$ cat config.mk
export PLATFORM = sky130hd
export DESIGN_NAME = region_gesture_filter
export DESIGN_NICKNAME = d
export VERILOG_FILES = /design/src/rtl/region_gesture_filter.sv
export SDC_FILE = /design/constraint.sdc
export NUM_CORES = 1
export LEC_CHECK = 0
export BUFFER_PORTS_ARGS = -buffer_cell sky130_fd_sc_hd__buf_2
export CORE_AREA = 2 2 71 53
export DETAILED_ROUTE_END_ITERATION = 10
export DIE_AREA = 0 0 73 55
export PLACE_DENSITY = 0.54
export SYNTH_ARGS = -nofsm -noshare
export SYNTH_HDL_FRONTEND = slang
export SYNTH_SLANG_ARGS = --single-unit
$ cat constraint.sdc
create_clock -name clk -period 2.35 [get_ports clk]
set_input_delay 0.47 -clock clk [delete_from_list [all_inputs] [get_ports clk]]
set_output_delay 0.47 -clock clk [all_outputs]
set_load 0.01 [all_outputs]
$ cat src/rtl/region_gesture_filter.sv
// region_gesture_filter
//   Debounces the four per-region colour tracker detection bits into a single
//   player selection event. The detection bits are sampled once per frame (on
//   frame_end). A region must be the only one detected for CONFIRM_FRAMES
//   consecutive frames before one event is emitted. The filter then stays
//   locked until that region has been absent for RELEASE_FRAMES consecutive
//   frames, after which it re-arms.
//
// Parameters
//   CONFIRM_FRAMES : consecutive single-region frames needed for an event (1..15)
//   RELEASE_FRAMES : consecutive frames without the locked region to re-arm (1..15)
//   CNT_W          : frame counter width, must hold both frame counts
//
// Ports
//   clk          : pixel clock shared with the trackers
//   rst_n        : asynchronous active-low reset
//   enable       : block enable; low clears all state synchronously
//   frame_end    : one-cycle pulse on the last pixel of a frame
//   det[3:0]     : detection bits (0 red, 1 green, 2 yellow, 3 blue)
//   region_valid : one-cycle selection event pulse
//   region_code  : region of the last event, held between events
//   region_held  : high while locked on a region
//   multi_err    : one-cycle pulse when a sampled frame has >= 2 bits set
//   state_dbg    : current state (IDLE=0, CAND=1, LOCKED=2)
module region_gesture_filter #(
  parameter int unsigned CONFIRM_FRAMES = 3,
  parameter int unsigned RELEASE_FRAMES = 2,
  parameter int unsigned CNT_W          = 4
) (
  input  logic       clk,
  input  logic       rst_n,
  input  logic       enable,
  input  logic       frame_end,
  input  logic [3:0] det,
  output logic       region_valid,
  output logic [1:0] region_code,
  output logic       region_held,
  output logic       multi_err,
  output logic [1:0] state_dbg
);

  typedef enum logic [1:0] {
    IDLE   = 2'd0,
    CAND   = 2'd1,
    LOCKED = 2'd2
  } state_t;

  localparam logic [CNT_W-1:0] CNT_MAX  = '1;
  localparam logic [CNT_W-1:0] CONF_TGT = CNT_W'(CONFIRM_FRAMES);
  localparam logic [CNT_W-1:0] REL_TGT  = CNT_W'(RELEASE_FRAMES);
  localparam logic [CNT_W-1:0] CNT_ONE  = CNT_W'(1);

  state_t           state, state_n;
  logic [1:0]       cand, cand_n;
  logic [CNT_W-1:0] conf_cnt, conf_n;
  logic [CNT_W-1:0] rel_cnt, rel_n;
  logic             valid_n;
  logic [1:0]       code_n;
  logic             held_n;
  logic             multi_n;

  // Frame classification
  logic             single;
  logic             multi;
  logic [1:0]       hit_idx;
  logic [CNT_W-1:0] conf_inc;
  logic [CNT_W-1:0] rel_inc;

  always_comb begin
    single  = 1'b0;
    hit_idx = 2'd0;
    unique case (det)
      4'b0001: begin single = 1'b1; hit_idx = 2'd0; end
      4'b0010: begin single = 1'b1; hit_idx = 2'd1; end
      4'b0100: begin single = 1'b1; hit_idx = 2'd2; end
      4'b1000: begin single = 1'b1; hit_idx = 2'd3; end
      default: begin single = 1'b0; hit_idx = 2'd0; end
    endcase
    // Anything non-zero that is not one-hot has at least two bits set.
    multi = !single && (det != 4'b0000);
  end

  // Saturating increments; counters never wrap.
  always_comb begin
    conf_inc = (conf_cnt == CNT_MAX) ? conf_cnt : conf_cnt + CNT_ONE;
    rel_inc  = (rel_cnt  == CNT_MAX) ? rel_cnt  : rel_cnt  + CNT_ONE;
  end

  // Next-state and output decode
  always_comb begin
    state_n = state;
    cand_n  = cand;
    conf_n  = conf_cnt;
    rel_n   = rel_cnt;
    valid_n = 1'b0;
    code_n  = region_code;
    multi_n = 1'b0;

    if (!enable) begin
      state_n = IDLE;
      cand_n  = 2'd0;
      conf_n  = '0;
      rel_n   = '0;
      code_n  = 2'd0;
    end else if (frame_end) begin
      multi_n = multi;
      unique case (state)
        IDLE: begin
          if (single) begin
            cand_n = hit_idx;
            conf_n = CNT_ONE;
            if (CONF_TGT <= CNT_ONE) begin
              state_n = LOCKED;
              rel_n   = '0;
              valid_n = 1'b1;
              code_n  = hit_idx;
            end else begin
              state_n = CAND;
            end
          end
        end

        CAND: begin
          if (single && (hit_idx == cand)) begin
            conf_n = conf_inc;
            if (conf_inc >= CONF_TGT) begin
              state_n = LOCKED;
              rel_n   = '0;
              valid_n = 1'b1;
              code_n  = cand;
            end
          end else if (single) begin
            // A different single region restarts the candidate count.
            cand_n = hit_idx;
            conf_n = CNT_ONE;
          end else begin
            state_n = IDLE;
            conf_n  = '0;
          end
        end

        LOCKED: begin
          if (single && (hit_idx == region_code)) begin
            rel_n = '0;
          end else begin
            // Other regions only count towards release; they are not
            // recognised until the filter has returned to IDLE.
            rel_n = rel_inc;
            if (rel_inc >= REL_TGT) begin
              state_n = IDLE;
              conf_n  = '0;
              rel_n   = '0;
            end
          end
        end

        default: begin
          state_n = IDLE;
          conf_n  = '0;
          rel_n   = '0;
        end
      endcase
    end

    // region_held tracks the state register exactly by loading the next state.
    held_n = (state_n == LOCKED);
  end

  // State and counter registers
  always_ff @(posedge clk or negedge rst_n) begin
    if (!rst_n) begin
      state    <= IDLE;
      cand     <= 2'd0;
      conf_cnt <= '0;
      rel_cnt  <= '0;
    end else begin
      state    <= state_n;
      cand     <= cand_n;
      conf_cnt <= conf_n;
      rel_cnt  <= rel_n;
    end
  end

  // Registered outputs
  always_ff @(posedge clk or negedge rst_n) begin
    if (!rst_n) begin
      region_valid <= 1'b0;
      region_code  <= 2'd0;
      region_held  <= 1'b0;
      multi_err    <= 1'b0;
    end else begin
      region_valid <= valid_n;
      region_code  <= code_n;
      region_held  <= held_n;
      multi_err    <= multi_n;
    end
  end

  assign state_dbg = state;

endmodule

==> impl_metrics.toml <==
[power]
power_density_mw_per_mm2 = 455
p_leak_nw = 0.587
ir_worst_vdd_mv = 0.208

[synth]
synth_flop_cell = "dfrtp_1"
synth_edf_count = 0
seq_area_frac_synth = 0.380
synth_area_mm2 = 0.00112
async_reset_ff_frac = 1.00
synth_nets = 129
yosys.cell_types.count = 49
ys_ff_latch = 17
avgSynthCellArea_um2 = 9.41
yosys_warnings = 0
netlist_instances = 119

[clock_network]
clock_latency_ns = 0.26
cts_resized = 0
cts_num_sinks = 17
cts_max_level = 1
clockBufferDepth = 2
clk_pin_slew_worst_paths_ns = 0.07
cts_setup_buffers = 0
hold_buffers = 0
cts_tree = "built"
numCtsBuffers = 3
cts_root_buf = "clkbuf_8"

[floorplan]
row_count = 18
core_area_mm2 = 0.00336
fp.dieW_um = 73
ioPinCount = 15
die_h_um = 55
start_util = 0.334
die-area_mm2 = 0.00402

[setup_path]
crit_arrival_ns = 2.33
reg2reg_from = "cand[0]"
r2r_cells = 7
cp-start-kind = "flip-flop"
r2r_end = "conf_cnt[2]"
worstPathRequired_ns = 2.53
cpMostUsedCell = "a21oi_1"
crit_type = "reg -> reg"
crit_chain = "or3b_2 -> a21oi_1 -> o311ai_4 -> buf_4 -> nor3b_2 -> o21ai_1 -> a21oi_1"
rrSetupSlack_ns = 0.21
crit_slowest_cell = "or3b_2"
slowest_delay_ns = 0.47
end_kind = "flip-flop"
path_max_fanout = 7

[global_routing]
grt_pass1_vias = 905
grt_pass1_wl_um = 4150
antenna_found_initial = 0
gr-usage-all-layers = 0.138
grt_max_degree = 18
grt_remaining_overflow = 0

[routing]
drt_pass1_iterations = 4
ant_nets = 0
vias = 935
detail_route.vias_per_cell = 5.11
wl_per_cell_um = 13.1
drc = 0
drt-initial-drc-count = 85
routed_wl_um = 2400

[timing]
hold_viol = 0
drv_slew = 0
fin_crit_sh = 0.911
fin_setup_tns_ns = 0
finalSetupViolations = 0
worst_slack_ns = 0.209
rsz0062_at_grt = "false"
relSlewSlack = 0.693
fin_skew_ns = 0.00247
tightestPinTransition_ns = 0.455
fin_crit_ns = 2.14
fmax_ghz = 0.467

[placed_design]
placed_cell_area_mm2 = 0.00129
pre_cts_ws_ns = -0.00938
gp_congestion = 0.884
dp_hpwl_um = 1850
io_buffer_count = 14

[layout]
final_common_cell = "dfrtp_1"
fin_nets = 154
layout_common_cells = "17 x dfrtp_1, 14 x buf_2, 10 x nor2_1, 10 x buf_4, 9 x nand2_1"
drive_above_1_share = 0.245
antennaDiodeCount = 0
final_cell_area_mm2 = 0.00134
synthToLayoutAreaGrowth_pct = 19.4

[run]
maxCapViolCount = 0

[min_path]
hold_path.class = "in -> async"

[run_status]
status = "complete, no violations"
-- through the flow --
| step | util | cells | hold WS (ns) | power (mW) |
|---|---|---|---|---|
| floorplan | - | 119 | 0.174 | 0.355 |
| global placement | 0.385 | 179 | 0.415 | 0.390 |
| detailed placement | 0.385 | 179 | 0.415 | 0.391 |
| CTS | 0.399 | 183 | 0.130 | 0.620 |
| global route | 0.399 | 183 | 0.146 | 0.638 |
| finish | 0.399 | 183 | 0.120 | 0.608 |
-- synth_stat cells (all sizes together) (2+ instances only) --
master	n	area, um2
dfrtp	17	425
nor2	10	37.5
nand2	9	33.8
a21oi	7	35.0
o21ai	7	35.0
inv	6	22.5
a21boi	4	30.0
and2	4	25.0
nor2b	4	25.0
nand2b	3	18.8
nor3b	3	27.5
or4	3	22.5
a41oi	2	17.5
buf	2	16.3
clkbuf	2	7.51
ha	2	25.0
mux2i	2	20.0
nand3	2	10.0
nor3	2	10.0
o211ai	2	15.0
o311ai	2	35.0
or3b	2	17.5
xnor2	2	17.5
-- power breakdown --
part	internal (mW)	switching, mW
Clock	0.118	0.105
Sequential	0.297	0.00604
Combinational	0.0364	0.0463
Total	0.451	0.157
-- layer usage --
layer | GRT usage | part of all wire | vias to the layer above
met5 | 0 | 0 | -
met4 | 0.0370 | 0.010 | 0
met3 | 0.0489 | 0.035 | 2
met2 | 0.216 | 0.42 | 10
met1 | 0.181 | 0.53 | 435
li1 | - | - | 488
-- critical path: cells and delay by family, from the launching register on --
| family | cells | cell delay, ns |
|---|---|---|
| flip-flops | 1 | 0.45 |
| AO/OA/AOI/OAI | 4 | 0.67 |
| buffers and inverters | 1 | 0.18 |
| AND/OR/NAND/NOR | 2 | 0.76 |
-- cell families (layout without fill, tap and decap cells) --
logic type / count (synthesis) / in the layout / synth area share
and+or+nand+nor: 52 / 52 / 0.291
AOI/OAI and AO/OA: 32 / 32 / 0.213
DFF: 17 / 17 / 0.380
buffers and inverters: 10 / 34 / 0.0413
adders and majority gates: 3 / 3 / 0.0313
muxes: 3 / 3 / 0.0279
xor gates and xnor gates: 2 / 2 / 0.0156
-- worst max-delay path by stage --
stage,startpoint,to,slack [ns],cells past startpoint
after CTS,cand[0],conf_cnt[2],0.20,7
after global placement,det[1],rel_cnt[0],0.0009,7
after floorplan,det[1],rel_cnt[0],0.04,7
final,cand[0],conf_cnt[2],0.21,7
after detailed placement,det[1],conf_cnt[2],-0.009,8
after global routing,cand[0],conf_cnt[3],0.05,7
-- flip-flops by register name (all words and copies together) (netlist names) --
name	cells
cand	2
state_dbg	2
rel_cnt	4
region_code	2
region_held	1
multi_err	1
conf_cnt	4
region_valid	1
-- cell type report --
class,count,area (um2)
clock inverter,1,5.00
sequential,17,425
inverter,6,22.5
multi-input combinational,92,648
tap,40,50.0
timing repair buffer,24,145
clock buffer,3,41.3
fill,344,2020
Note: power is estimated with default switching activity, not from simulation.
